**src/rtl/maxnet_iter_ctrl.sv**
```systemverilog
// Maxnet sequencer: stream-loads N_NEURONS activations, loops MUL/SUM1/SUM2/ACT/CHECK until one survivor or MAX_ITER.
// Latency: N loads + 5 cycles per iteration + 1 to res_valid; in_valid low stalls LOAD, res_ready low holds RESULT.
module maxnet_iter_ctrl #(
  parameter int N_NEURONS = 4,
  parameter int MAX_ITER  = 32,
  parameter int ITER_W    = 6
) (
  input  logic                 i_clk,
  input  logic                 i_rst,
  input  logic                 i_start,
  input  logic                 i_in_valid,
  output logic                 o_in_ready,
  output logic [N_NEURONS-1:0] o_ld_sel,
  output logic                 o_in_mux_sel,
  output logic                 o_mul_en,
  output logic                 o_sum_en,
  output logic                 o_act_en,
  input  logic                 i_flag,
  output logic                 o_busy,
  output logic                 o_res_valid,
  input  logic                 i_res_ready,
  output logic                 o_timeout,
  output logic [ITER_W-1:0]    o_iter_cnt
);

  localparam int LD_W = (N_NEURONS > 1) ? $clog2(N_NEURONS) : 1;

  typedef enum logic [2:0] {
    S_IDLE   = 3'd0,
    S_LOAD   = 3'd1,
    S_MUL    = 3'd2,
    S_SUM1   = 3'd3,
    S_SUM2   = 3'd4,
    S_ACT    = 3'd5,
    S_CHECK  = 3'd6,
    S_RESULT = 3'd7
  } state_t;

  state_t              r_state;
  state_t              w_state_nxt;
  logic [LD_W-1:0]     r_load_cnt;
  logic [ITER_W-1:0]   r_iter_cnt;
  logic                r_timeout;

  logic                w_in_ready;
  logic [N_NEURONS-1:0] w_ld_sel;
  logic                w_in_mux_sel;
  logic                w_mul_en;
  logic                w_sum_en;
  logic                w_act_en;
  logic                w_busy;
  logic                w_res_valid;

  logic                w_load_last;
  logic                w_iter_cap;

  assign w_load_last = (r_load_cnt == LD_W'(N_NEURONS - 1));
  assign w_iter_cap  = (r_iter_cnt == ITER_W'(MAX_ITER));

  always_ff @(posedge i_clk or posedge i_rst) begin
    if (i_rst) begin
      r_state <= S_IDLE;
    end else begin
      r_state <= w_state_nxt;
    end
  end

  always_comb begin
    w_state_nxt  = r_state;
    w_in_ready   = 1'b0;
    w_ld_sel     = '0;
    w_in_mux_sel = 1'b0;
    w_mul_en     = 1'b0;
    w_sum_en     = 1'b0;
    w_act_en     = 1'b0;
    w_busy       = 1'b1;
    w_res_valid  = 1'b0;
    case (r_state)
      S_IDLE: begin
        w_busy = 1'b0;
        if (i_start) begin
          w_state_nxt = S_LOAD;
        end
      end
      S_LOAD: begin
        w_in_ready   = 1'b1;
        w_in_mux_sel = 1'b1;
        // Load enable is Mealy on in_valid so a stalled cycle writes nothing.
        if (i_in_valid) begin
          w_ld_sel = N_NEURONS'(1) << r_load_cnt;
          if (w_load_last) begin
            w_state_nxt = S_MUL;
          end
        end
      end
      S_MUL: begin
        w_mul_en    = 1'b1;
        w_state_nxt = S_SUM1;
      end
      S_SUM1: begin
        w_sum_en    = 1'b1;
        w_state_nxt = S_SUM2;
      end
      S_SUM2: begin
        w_sum_en    = 1'b1;
        w_state_nxt = S_ACT;
      end
      S_ACT: begin
        w_act_en    = 1'b1;
        w_ld_sel    = '1;
        w_state_nxt = S_CHECK;
      end
      S_CHECK: begin
        // iter_cnt already counts the iteration that just finished.
        if (!i_flag || w_iter_cap) begin
          w_state_nxt = S_RESULT;
        end else begin
          w_state_nxt = S_MUL;
        end
      end
      S_RESULT: begin
        w_res_valid = 1'b1;
        if (i_res_ready) begin
          w_state_nxt = S_IDLE;
        end
      end
      default: begin
        w_busy      = 1'b0;
        w_state_nxt = S_IDLE;
      end
    endcase
  end

  always_ff @(posedge i_clk or posedge i_rst) begin
    if (i_rst) begin
      r_load_cnt <= '0;
      r_iter_cnt <= '0;
      r_timeout  <= 1'b0;
    end else begin
      case (r_state)
        S_IDLE: begin
          if (i_start) begin
            r_load_cnt <= '0;
            r_iter_cnt <= '0;
            r_timeout  <= 1'b0;
          end
        end
        S_LOAD: begin
          if (i_in_valid) begin
            r_load_cnt <= w_load_last ? '0 : r_load_cnt + LD_W'(1);
          end
        end
        S_ACT: begin
          r_iter_cnt <= r_iter_cnt + ITER_W'(1);
        end
        S_CHECK: begin
          if (i_flag && w_iter_cap) begin
            r_timeout <= 1'b1;
          end
        end
        default: begin
        end
      endcase
    end
  end

  assign o_in_ready   = w_in_ready;
  assign o_ld_sel     = w_ld_sel;
  assign o_in_mux_sel = w_in_mux_sel;
  assign o_mul_en     = w_mul_en;
  assign o_sum_en     = w_sum_en;
  assign o_act_en     = w_act_en;
  assign o_busy       = w_busy;
  assign o_res_valid  = w_res_valid;
  assign o_timeout    = r_timeout;
  assign o_iter_cnt   = r_iter_cnt;

endmodule

```
**config.mk**
```make
export PLATFORM = sky130hd
export DESIGN_NAME = maxnet_iter_ctrl
export DESIGN_NICKNAME = d
export VERILOG_FILES = /design/src/rtl/maxnet_iter_ctrl.sv
export SDC_FILE = /design/constraint.sdc
export NUM_CORES = 1
export LEC_CHECK = 0
export CORE_MARGIN = 8
export CORE_UTILIZATION = 41
export DETAILED_ROUTE_END_ITERATION = 8
export HOLD_SLACK_MARGIN = 0.05
export PLACE_DENSITY_LB_ADDON = 0.1
export SYNTH_ARGS = -nofsm -noshare
export SYNTH_HDL_FRONTEND = slang
export SYNTH_SLANG_ARGS = --single-unit
export TNS_END_PERCENT = 1
```
**constraint.sdc**
```tcl
create_clock -name i_clk -period 1.5 [get_ports i_clk]
set_input_delay 0.3 -clock i_clk [delete_from_list [all_inputs] [get_ports i_clk]]
set_output_delay 0.3 -clock i_clk [all_outputs]
set_load 0.005 [all_outputs]
```
**Word-level counts from Yosys, hierarchy flattened**

Cells that the tools add are included.

- Reduce and logical (&&, ||, !) cells: 12
- Equality and inequality tests: 14
- Multiplexer cells: 23
- Shift operators: 1
- Add/sub/neg operators: 2

Operators with widths:

| kind | count |
|---|---|
| 3-bit case mux with 8 select lines | 1 |
| 3-bit 2-to-1 mux | 5 |
| 3-bit equality test (second input constant) | 4 |
| 6-bit case mux with 2 select lines | 1 |
| 2-bit inequality test (second input constant) | 5 |
| 1-bit 2-to-1 mux | 8 |
| 4-bit case mux with 2 select lines | 1 |
| 6-bit by 1-bit adder with 6-bit output (second input constant) | 1 |
| 3-bit by 2-bit equality test with 1-bit output (second input constant) | 2 |
| 6-bit equality test (second input constant) | 1 |
| 2-bit 2-to-1 mux | 3 |
| 6-bit 2-to-1 mux | 1 |
| 3-bit AND reduction | 2 |
| 2-bit nonzero test | 3 |
| 4-bit 2-to-1 mux | 1 |
| 2-bit case mux with 2 select lines | 1 |
| 4-bit AND reduction | 1 |
| 1-bit by 2-bit left shift with 4-bit output (first input constant) | 1 |
| 3-bit by 1-bit equality test with 1-bit output (second input constant) | 1 |
| 3-bit logical NOT | 1 |
| 2-bit by 1-bit adder with 2-bit output (second input constant) | 1 |
| 2-bit equality test (second input constant) | 1 |
| 1-bit case mux with 2 select lines | 1 |
| 2-bit AND reduction | 1 |
| other kinds (4) | 4 |

- Word-level logic and storage cells: 56
- Output and inout port bits: 18
- Input port bits: 6
- Register bits after elaboration: 12

**Longest topological paths before layout**

Gate-level depths: netlist (run 1).

- Depth after elaboration: 4
- Gate-level depth with buffers: 5
- Depth with buffers taken out: 5

**Worst setup path after synthesis (run 1)**

No wires, ideal clock.

- Kind: reg2reg
- Start point: reg r_state[2]
- End point: reg r_iter_cnt[2] (netlist: o_iter_cnt[2])
- Arrival time: 1,499 ps
- Required time: 1,376 ps
- Slack: -123 ps
- Clock period less this slack: 1,623 ps
- Setup time: 124 ps
- Cell stages (with the launch flop): 6
- Path buffers: 2
- Path through: dfrtp_1 -> buf_6 -> or4b_4 -> buf_6 -> and2_4 -> a211o_1

- Longest elaborated chain between the ends: 3
- Elaborated cells between the ends (all ways): 6
- Those cells by class: 2 x eq/ne; 1 x mux; 3 x reduce/logical

Ends and longest elaborated chain:

| item | RTL line | text |
|---|---|---|
| start, declared | 39 | `state_t r_state;` |
| start signal, assigned | 64 | `r_state <= w_state_nxt;` |
| 3-bit equality test or 3-bit logical NOT (tied branches) | 140 | `case (r_state)` |
| 2-bit nonzero test (no source line) or 2-bit inequality test (tied branches) | -- |  |
| 2-bit AND reduction (no source line) | -- |  |
| end signal, assigned | 154 | `r_iter_cnt <= r_iter_cnt + ITER_W'(1);` |
| end, declared | 42 | `logic [ITER_W-1:0] r_iter_cnt;` |

Several ways; a longest one is shown, not always the timed one.
A chain may end at the register's enable or synchronous reset.

**Worst setup path after layout (run 1)**

- Start point: reg r_load_cnt[0]
- End point: out o_ld_sel[3]

- Longest elaborated chain between the ends: 3

Ends and longest elaborated chain:

| item | RTL line | text |
|---|---|---|
| start, declared | 41 | `logic [LD_W-1:0] r_load_cnt;` |
| start signal, assigned | 150 | `r_load_cnt <= w_load_last ? '0 : r_load_cnt + LD_W'(1);` |
| 1-bit by 2-bit left shift with 4-bit output | 90 | `w_ld_sel = N_NEURONS'(1) << r_load_cnt;` |
| 4-bit 2-to-1 mux | 89 | `if (i_in_valid) begin` |
| 4-bit case mux with 2 select lines | 78 | `case (r_state)` |
| end, declared | 13 | `output logic [N_NEURONS-1:0] o_ld_sel,` |

No other way between the ends.

==> reports/metrics.csv, run 1 <==
metric;value;unit
p_sw_frac;0.392;
routed_wl;2840;µm
syn_nets;103;
cp.depth;5;
slew_viol_final;0;
cp_max_fo;4;
place_hpwl;1730;µm
drc;0;
dr.pass1.iters;4;
power_frac_seq;0.205;
io_pins;24;
cpPeakStageDelay;0.47;ns
cts_tree;done;
first_global_vias;939;
cpMaxStageDelayCell;dfrtp_2;
r2r-end;o_iter_cnt[2];
met3_usage;0.0230;
path_cells;buf_6 -> ha_4 -> a21o_1 -> nor2b_4 -> buf_2;
cts_max_path_buffers;2;
period_minus_slack;1.76;ns
rows;16;
start_util;0.429;
run_status;complete, but fails checks;
syn_area_per_cell;9.16;µm²
die_w;61.1;µm
n_antenna_cell;0;
use_met1;0.159;
clkTransAtPathRegs;0.08;ns
power.total;0.00326;W
crit_family;flip-flops;
overflow;0;
synth_ff_type;dfrtp_1;
yosysSeqAreaShare;0.360;
worstPathRequired;1.20;ns
worstSetupPathType;flip-flop to output port;
ir_worst_vdd;1.47;mV
antenna_found_initial;0;
cp-start-kind;flip-flop;
synth_top_area_cell;dfrtp_1;
synthArstFlopShare;1.00;
synth_top_area_share;0.360;
drv_cap;0;
setup_violations;20;
cts.sinks;12;
syn-cell-area;833;µm²
fmax;569;MHz
core;1940;µm²
worstRegToRegCells;5;
fin_crit_sh;1.17;
htreeDepth;1;
yosys-top-cells-area;dfrtp_1 (36%), ha_1 (9.0%), a22o_1 (4.2%), a21o_1 (3.6%), inv_1 (3.6%);
grt.busiest_layer;met2;
via_per_inst;5.40;
grt_max_degree;13;
drt_iter0_markers;17;
grt_use_total;0.146;
clk_latency;0.28;ns
fin_hold_ws;0.326;ns
critPathLaunch;r_load_cnt[0];
place_congestion;0.761;
end_kind;output port;
reg2reg_slack;-0.22;ns
ctsRootBufferMaster;clkbuf_4;
ant_nets;0;
clock-skew-final;0.00321;ns
p_int;0.00198;W
num_vias;955;
crit_buf_inv;2;
die-area;3730;µm²
synth_cell_types;36;
p_comb_frac;0.713;
violations;setup timing;
p_clk_frac;0.082;
met2_usage;0.258;
timing_hold_violations_final;0;
die_h;61.1;µm
cts_buffers;3;
port_buffers;23;
drive_gt1_frac;0.527;
synth_edf_count;0;
nNetsFinal;163;
area_growth;78.7;%
synthCells;91;
grt_pass1_wl;4100;µm
wire_per_inst;16.1;µm
rsz0062_at_grt;yes;
power_leakage;0.767;nW
p_switching;0.00128;W
tightest_slew;0.469;ns
arrival;1.46;ns
timing.rr.start;r_state[2];
hp-class;primary input to async pin;
endpoint;o_ld_sel[3];
setup_ws;-0.257;ns
ys_seq_elements;12;
pwr_density_cell;2190;nW/µm²
relSlewSlack;0.687;
ys_warn_count;0;
## sequential cells by signal, indices dropped and copies added, names as in the netlist
register	flops
r_load_cnt	2
r_state	3
o_iter_cnt	6
o_timeout	1
## synthesized netlist by cell type, drive strengths merged, types with 3 or more instances
cell type / n
buf: 3
o21ai: 3
dfrtp: 12
nand2: 6
a22o: 4
inv: 8
ha: 6
clkbuf: 4
nor2: 4
a21o: 4
o22ai: 3
a21oi: 3
## per-stage QoR
step	worst slack (ns)	instances	instance area [µm²]	setup TNS (ns)	utilization
floorplan	-0.123	91	833	-0.134	-
global placement	-0.410	156	1220	-4.04	0.627
detailed placement	-0.433	156	1220	-4.23	0.627
CTS	-0.233	175	1440	-2.58	0.739
global route	-0.290	177	1490	-3.58	0.767
finish	-0.257	177	1490	-2.72	0.767
## worst reg2reg max path: stages (launching register included)
cell     delay [ns]
dfrtp_2        0.43
buf_6          0.12
buf_6          0.11
or4b_4         0.53
and2_4         0.18
a211o_1        0.24
## cell usage in the layout, fill, tap and decap left out, types with 2 or more instances in the layout
| cell | synthesis | routed |
|---|---|---|
| clkdlybuf4s15_2 | 0 | 2 |
| or3_1 | 2 | 2 |
| nand4_1 | 2 | 2 |
| nor2_1 | 4 | 4 |
| inv_1 | 8 | 5 |
| nand3b_1 | 2 | 2 |
| o211ai_1 | 2 | 2 |
| a21o_1 | 4 | 4 |
| a21oi_2 | 0 | 2 |
| a211o_1 | 2 | 2 |
| o21ai_0 | 3 | 2 |
| o22ai_2 | 0 | 3 |
| nor3b_1 | 2 | 2 |
| buf_4 | 1 | 26 |
| ha_4 | 0 | 2 |
| a22o_1 | 4 | 4 |
| and3_1 | 2 | 2 |
| ha_1 | 6 | 3 |
| dlygate4sd2_1 | 0 | 5 |
| buf_2 | 0 | 8 |
| dfrtp_2 | 0 | 4 |
| nand2_1 | 6 | 5 |
| clkdlybuf4s50_1 | 0 | 6 |
| buf_6 | 2 | 13 |
| clkbuf_4 | 0 | 3 |
| nor3_1 | 2 | 2 |
| dfrtp_1 | 12 | 8 |
## per-layer routing
metal	wire length [µm]	part of all wire
met1	1120	0.39
met2	1450	0.51
met3	194	0.068
met4	76	0.027
met5	0	0
## logic make-up after synthesis
group | Yosys count | synth area share
AND/OR/NAND/NOR | 30 | 0.215
AO/OA/AOI/OAI | 27 | 0.233
buffers and inverters | 15 | 0.0901
flip-flops | 12 | 0.360
adder cells (fa/ha/maj) | 6 | 0.0901
multiplexers | 1 | 0.0120
## power groups by stage
stage	Sequential (W)	Clock, W	Combinational [W]
after floorplan	0.000597	0	0.000830
after global placement	0.000656	0	0.00164
after detailed placement	0.000666	0	0.00167
after CTS	0.000656	0.000266	0.00211
after global routing	0.000683	0.000281	0.00251
final	0.000670	0.000267	0.00232
## cell type report
type	count	area, µm²
Fill cell	143	453
Tap cell	27	33.8
Multi-Input combinational cell	64	551
Inverter	8	37.5
Timing Repair Buffer	62	526
Clock buffer	4	36.3
Sequential cell	12	305
## what timing repair did
action                                  4_1_cts  5_1_grt
hold buffers                                  0        0
endpoints found under the setup margin       23       22
gates resized for setup                      70       18
pin swaps                                    10        7
buffers inserted                             15        2
## worst min path at each step
stage / endpoint / start / depth (start not counted) / slack [ns]
after floorplan: o_iter_cnt[0] / i_rst / 1 / 0.16
after global placement: o_timeout / o_timeout / 1 / 0.49
after detailed placement: o_timeout / o_timeout / 1 / 0.50
after CTS: o_iter_cnt[4] / i_rst / 2 / 0.34
after global routing: r_load_cnt[1] / i_rst / 2 / 0.38
final: r_state[2] / i_rst / 2 / 0.33
Note: power is estimated with default switching activity, not from simulation.
==> inputs of run 2 (changes only) <==
CELL_PAD_IN_SITES_DETAIL_PLACEMENT = 0   (was not set)
CELL_PAD_IN_SITES_GLOBAL_PLACEMENT = 1   (was not set)
CORE_UTILIZATION = 31   (was 41)
==> reports/metrics.csv, run 2 (synthesis results as in run 1) <==
metric;value;unit;change
run_status;complete, but fails checks;;
violations;setup timing;;
drive_gt1_frac;0.486;;-0.0402
worstPathRequired;1.66;ns;+0.46 ns
r2r-end;o_iter_cnt[2];;
p_sw_frac;0.381;;-0.0117
clkTransAtPathRegs;0.08;ns;about the same
timing_hold_violations_final;0;;unchanged
mostFrequentLayoutCell;buf_4;;
final_cell_mix;buf_4 (24), buf_6 (12), dfrtp_1 (8);;
clk_latency;0.28;ns;about the same
cts_tree;done;;
routed_wl;2530;µm;-11%
relSlewSlack;0.694;;+0.00722
area_growth;76.1;%;
reg2reg_slack;-0.23;ns;about the same
end_kind;flip-flop;;
htreeDepth;1;;unchanged
start_util;0.313;;-0.116
worstSetupPathType;flip-flop to flip-flop;;
drv_cap;0;;unchanged
die-area;4600;µm²;+23%
placed_area;1220;µm²;+0.41%
cts_max_path_buffers;2;;unchanged
arrival;1.89;ns;+0.43 ns
ir_worst_vdd;1.23;mV;-16%
timing.rr.start;r_state[2];;
cpPeakStageDelay;0.54;ns;+0.07 ns
cts_buffers;3;;unchanged
clock-skew-final;0.00610;ns;+0.00289 ns
nNetsFinal;161;;-1.2%
p_comb_frac;0.703;;-0.010
fin_hold_ws;0.329;ns;+0.00234 ns
antenna_found_initial;0;;unchanged
grt_pass1_wl;4170;µm;+1.9%
num_vias;893;;-6.5%
port_buffers;23;;unchanged
first_global_vias;901;;-4.0%
core;2660;µm²;+37%
n_antenna_cell;0;;unchanged
largest_reg_flops;6;;unchanged
place_congestion;0.737;;-3.2%
cp-start-kind;flip-flop;;
dr.pass1.iters;4;;unchanged
tightest_slew;0.459;ns;-0.0108 ns
crit_family;simple AND/OR/NAND/NOR gates;;
io_pins;24;;unchanged
setup_ws;-0.228;ns;+0.0293 ns
overflow;0;;unchanged
hp-class;primary input to async pin;;
cp_max_fo;8;;+4
p_int;0.00192;W;-3.2%
p_clk_frac;0.085;;+0.003
wire_per_inst;14.1;µm;-12%
fmax;579;MHz;+1.7%
worstRegToRegCells;4;;-1
pwr_density_cell;2110;nW/µm²;-3.7%
grt_use_total;0.118;;-0.0279
rows;19;;+3
power_leakage;0.745;nW;-2.8%
die_h;67.8;µm;+11%
ctsRootBufferMaster;clkbuf_4;;
crit_buf_inv;1;;-1
drt_iter0_markers;49;;+32
cts.sinks;12;;unchanged
grt_max_degree;13;;unchanged
ant_nets;0;;unchanged
setup_violations;19;;-5.0%
power_frac_seq;0.212;;+0.007
drc;0;;unchanged
via_per_inst;4.99;;-7.5%
rsz0062_at_grt;yes;;
place_hpwl;1770;µm;+2.5%
postLayoutCellArea;1470;µm²;-1.4%
slew_viol_final;0;;unchanged
cpMaxStageDelayCell;or4b_4;;
die_w;67.8;µm;+11%
path_cells;buf_4 -> or4b_4 -> and2_4 -> a211o_1;;
p_switching;0.00118;W;-7.9%
fin_crit_sh;1.15;;-0.0196
period_minus_slack;1.73;ns;-0.0293 ns
==> run 2: timing repair <==
item | CTS | global route
gates cloned | 0 | 0
buffers inserted | 13 | 2
hold buffers | 0 | 0
endpoints found under the setup margin | 25 | 22
gates resized for setup | 74 | 7
pin swaps | 10 | 5
==> run 2: how the worst max path moves through the flow <==
stage	start	to	slack, ns	cells after the start
global placement	i_in_valid	o_ld_sel[3]	-0.39	4
detailed placement	i_in_valid	o_ld_sel[3]	-0.42	4
floorplan	r_state[2]	o_iter_cnt[2]	-0.12	5
global route	r_load_cnt[1]	o_ld_sel[3]	-0.27	5
finish	r_state[2]	o_iter_cnt[2]	-0.23	4
CTS	r_load_cnt[0]	o_ld_sel[3]	-0.23	5
==> run 2: layer usage <==
metal | part of all wire | global-route usage | up-vias | routed length, µm
li1 | - | - | 442 | -
met2 | 0.55 | 0.211 | 16 | 1380
met5 | 0 | 0 | - | 0
met4 | 0.0051 | 0.0230 | 0 | 13
met1 | 0.40 | 0.137 | 433 | 1020
met3 | 0.043 | 0.0360 | 2 | 108
==> run 2: layout make-up <==
class | instances | area, µm²
Tap cell | 31 | 38.8
Timing Repair Buffer | 60 | 513
Clock buffer | 4 | 36.3
Multi-Input combinational cell | 64 | 539
Fill cell | 260 | 1190
Sequential cell | 12 | 305
Inverter | 8 | 35.0
==> run 2: power groups by stage <==
stage / registers (W) / logic (W) / clock network (W)
after floorplan: 0.000597 / 0.000830 / 0
after global placement: 0.000660 / 0.00165 / 0
after detailed placement: 0.000672 / 0.00167 / 0
after CTS: 0.000646 / 0.00212 / 0.000272
after global routing: 0.000681 / 0.00239 / 0.000291
final: 0.000658 / 0.00218 / 0.000263
==> run 2: metrics by stage <==
step                      setup TNS [ns]  worst slack (ns)  std cells  power, W  utilization
final                              -2.22            -0.228        179   0.00310        0.551
after global routing               -3.46            -0.271        179   0.00336        0.551
after CTS                          -2.27            -0.232        177   0.00303        0.545
after detailed placement           -4.18            -0.419        160   0.00234        0.459
after global placement             -3.96            -0.393        160   0.00231        0.459
after floorplan                   -0.134            -0.123         91   0.00143            -
==> inputs of run 3 (changes only) <==
PLACE_DENSITY = 0.8   (was not set)
PLACE_DENSITY_LB_ADDON = not set   (was 0.1)
RECOVER_POWER = 50   (was not set)
==> reports/metrics.csv, run 3 (synthesis results as in run 1) <==
metric;value;unit;change
overflow;0;;unchanged
place_hpwl;1810;µm;+2.3%
rows;19;;unchanged
end_kind;output port;;
dr.pass1.iters;4;;unchanged
die_w;67.8;µm;unchanged
place_congestion;0.744;;+1.0%
timing_hold_violations_final;0;;unchanged
worstPathRequired;1.20;ns;-0.46 ns
antenna_found_initial;0;;unchanged
run_status;complete, but fails checks;;
tightest_slew;0.473;ns;+0.0143 ns
n_fill_cell;235;;-9.6%
slew_viol_final;0;;unchanged
cp-start-kind;flip-flop;;
cts_max_path_buffers;2;;unchanged
ctsHoldBuffers;0;;unchanged
fin_crit_sh;1.13;;-0.0181
hp-class;primary input to async pin;;
grt_max_degree;13;;unchanged
die_h;67.8;µm;unchanged
clkTransAtPathRegs;0.08;ns;about the same
nNetsFinal;166;;+3.1%
ant_nets;0;;unchanged
cts.sinks;12;;unchanged
cp_max_fo;2;;-6
worstRegToRegCells;10;;+6
critPathLaunch;r_load_cnt[0];;
final_cell_mix;buf_4 (28), buf_6 (14), dfrtp_1 (8), buf_2 (8);;
reg2reg_slack;-0.13;ns;+0.10 ns
cts_tree;done;;
setup_ws;-0.200;ns;+0.0271 ns
worstSetupPathType;flip-flop to output port;;
final_util;0.581;;+0.0296
postLayoutCellArea;1550;µm²;+5.4%
first_global_vias;962;;+6.8%
largest_reg_flops;6;;unchanged
io_pins;24;;unchanged
rsz0062_at_grt;yes;;
drt_iter0_markers;49;;unchanged
clock-skew-final;0.00425;ns;-0.00185 ns
cts_buffers;3;;unchanged
r2r-end;o_iter_cnt[4];;
start_util;0.313;;unchanged
arrival;1.40;ns;-0.49 ns
fmax;588;MHz;+1.6%
drv_cap;0;;unchanged
violations;setup timing;;
routed_wl;2720;µm;+7.5%
relSlewSlack;0.684;;-0.00953
port_buffers;23;;unchanged
period_minus_slack;1.70;ns;-0.0271 ns
num_vias;949;;+6.3%
grt_pass1_wl;4200;µm;+0.67%
placed_area;1230;µm²;+0.61%
core;2660;µm²;unchanged
n_antenna_cell;0;;unchanged
via_per_inst;5.16;;+3.4%
drive_gt1_frac;0.569;;+0.0821
power_leakage;0.782;nW;+4.9%
endpoint;o_ld_sel[3];;
htreeDepth;1;;unchanged
setup_violations;16;;-3
drc;0;;unchanged
mostFrequentLayoutCell;buf_4;;
timing.rr.start;r_state[1];;
wire_per_inst;14.8;µm;+4.6%
die-area;4600;µm²;unchanged
grt_use_total;0.119;;+0.000614
pwr_density_cell;2130;nW/µm²;+0.81%
clk_latency;0.28;ns;about the same
ctsRootBufferMaster;clkbuf_4;;
area_growth;85.6;%;
ir_worst_vdd;1.16;mV;-6.1%
[run 3: changes by cell type in the layout (fill, tap and decap cells not counted), sizes merged]
cell / before / now
clkbuf: 6 / 5
dlymetal6s2s: 0 / 1
clkdlybuf4s15: 1 / 2
dlygate4sd2: 7 / 5
clkdlybuf4s50: 6 / 5
dlygate4sd3: 0 / 1
buf: 44 / 50
[run 3: cell type report]
type                            count  area [µm²]  area share
Multi-Input combinational cell     64         582       0.376
Timing Repair Buffer               65         552       0.357
Sequential cell                    12         305       0.197
Tap cell                           31        38.8      0.0251
Clock buffer                        4        36.3      0.0235
Inverter                            8        32.5      0.0210
[run 3: where the power goes]
| part | switching [W] | leakage [nW] | internal [W] |
|---|---|---|---|
| clock | 0.000123 | 0.0210 | 0.000148 |
| combinational | 0.000952 | 0.610 | 0.00142 |
| sequential | 0.000182 | 0.150 | 0.000467 |
| total | 0.00126 | 0.782 | 0.00203 |
[run 3: per-layer routing]
layer | track usage | part of all wire | up-vias
met3 | 0.0376 | 0.071 | 6
met5 | 0 | 0 | -
met2 | 0.218 | 0.51 | 30
met4 | 0.0307 | 0.012 | 0
li1 | - | - | 451
met1 | 0.129 | 0.41 | 462
[run 3: worst min path at each step]
stage,startpoint,endpoint,slack [ns],cells past startpoint
finish,i_rst,o_timeout,0.47,2
global route,i_rst,r_load_cnt[0],0.52,2
CTS,i_rst,r_load_cnt[0],0.35,2
detailed placement,o_timeout,o_timeout,0.50,1
global placement,o_iter_cnt[5],o_iter_cnt[5],0.51,1
floorplan,i_rst,o_iter_cnt[0],0.16,1
[run 3: critical path: stages, from the launching register on]
cell     delay, ns
dfrtp_1       0.42
buf_6         0.13
ha_4          0.15
a21o_1        0.17
nor2b_4       0.13
buf_2         0.12
[run 3: stage by stage]
stage	TNS (ns)	total power (W)	cells	setup WS [ns]	hold WS (ns)
global placement	-3.96	0.00227	161	-0.377	0.509
CTS	-1.90	0.00311	181	-0.213	0.347
global route	-2.54	0.00353	184	-0.246	0.517
detailed placement	-4.22	0.00233	161	-0.436	0.503
floorplan	-0.134	0.00143	91	-0.123	0.165
finish	-1.52	0.00329	184	-0.200	0.466
[run 3: timing repair]
item / CTS / global route
hold endpoints to repair: 0 / 0
setup endpoints to repair: 22 / 22
buffers inserted: 17 / 3
resized for setup: 80 / 15
pin swaps: 10 / 10
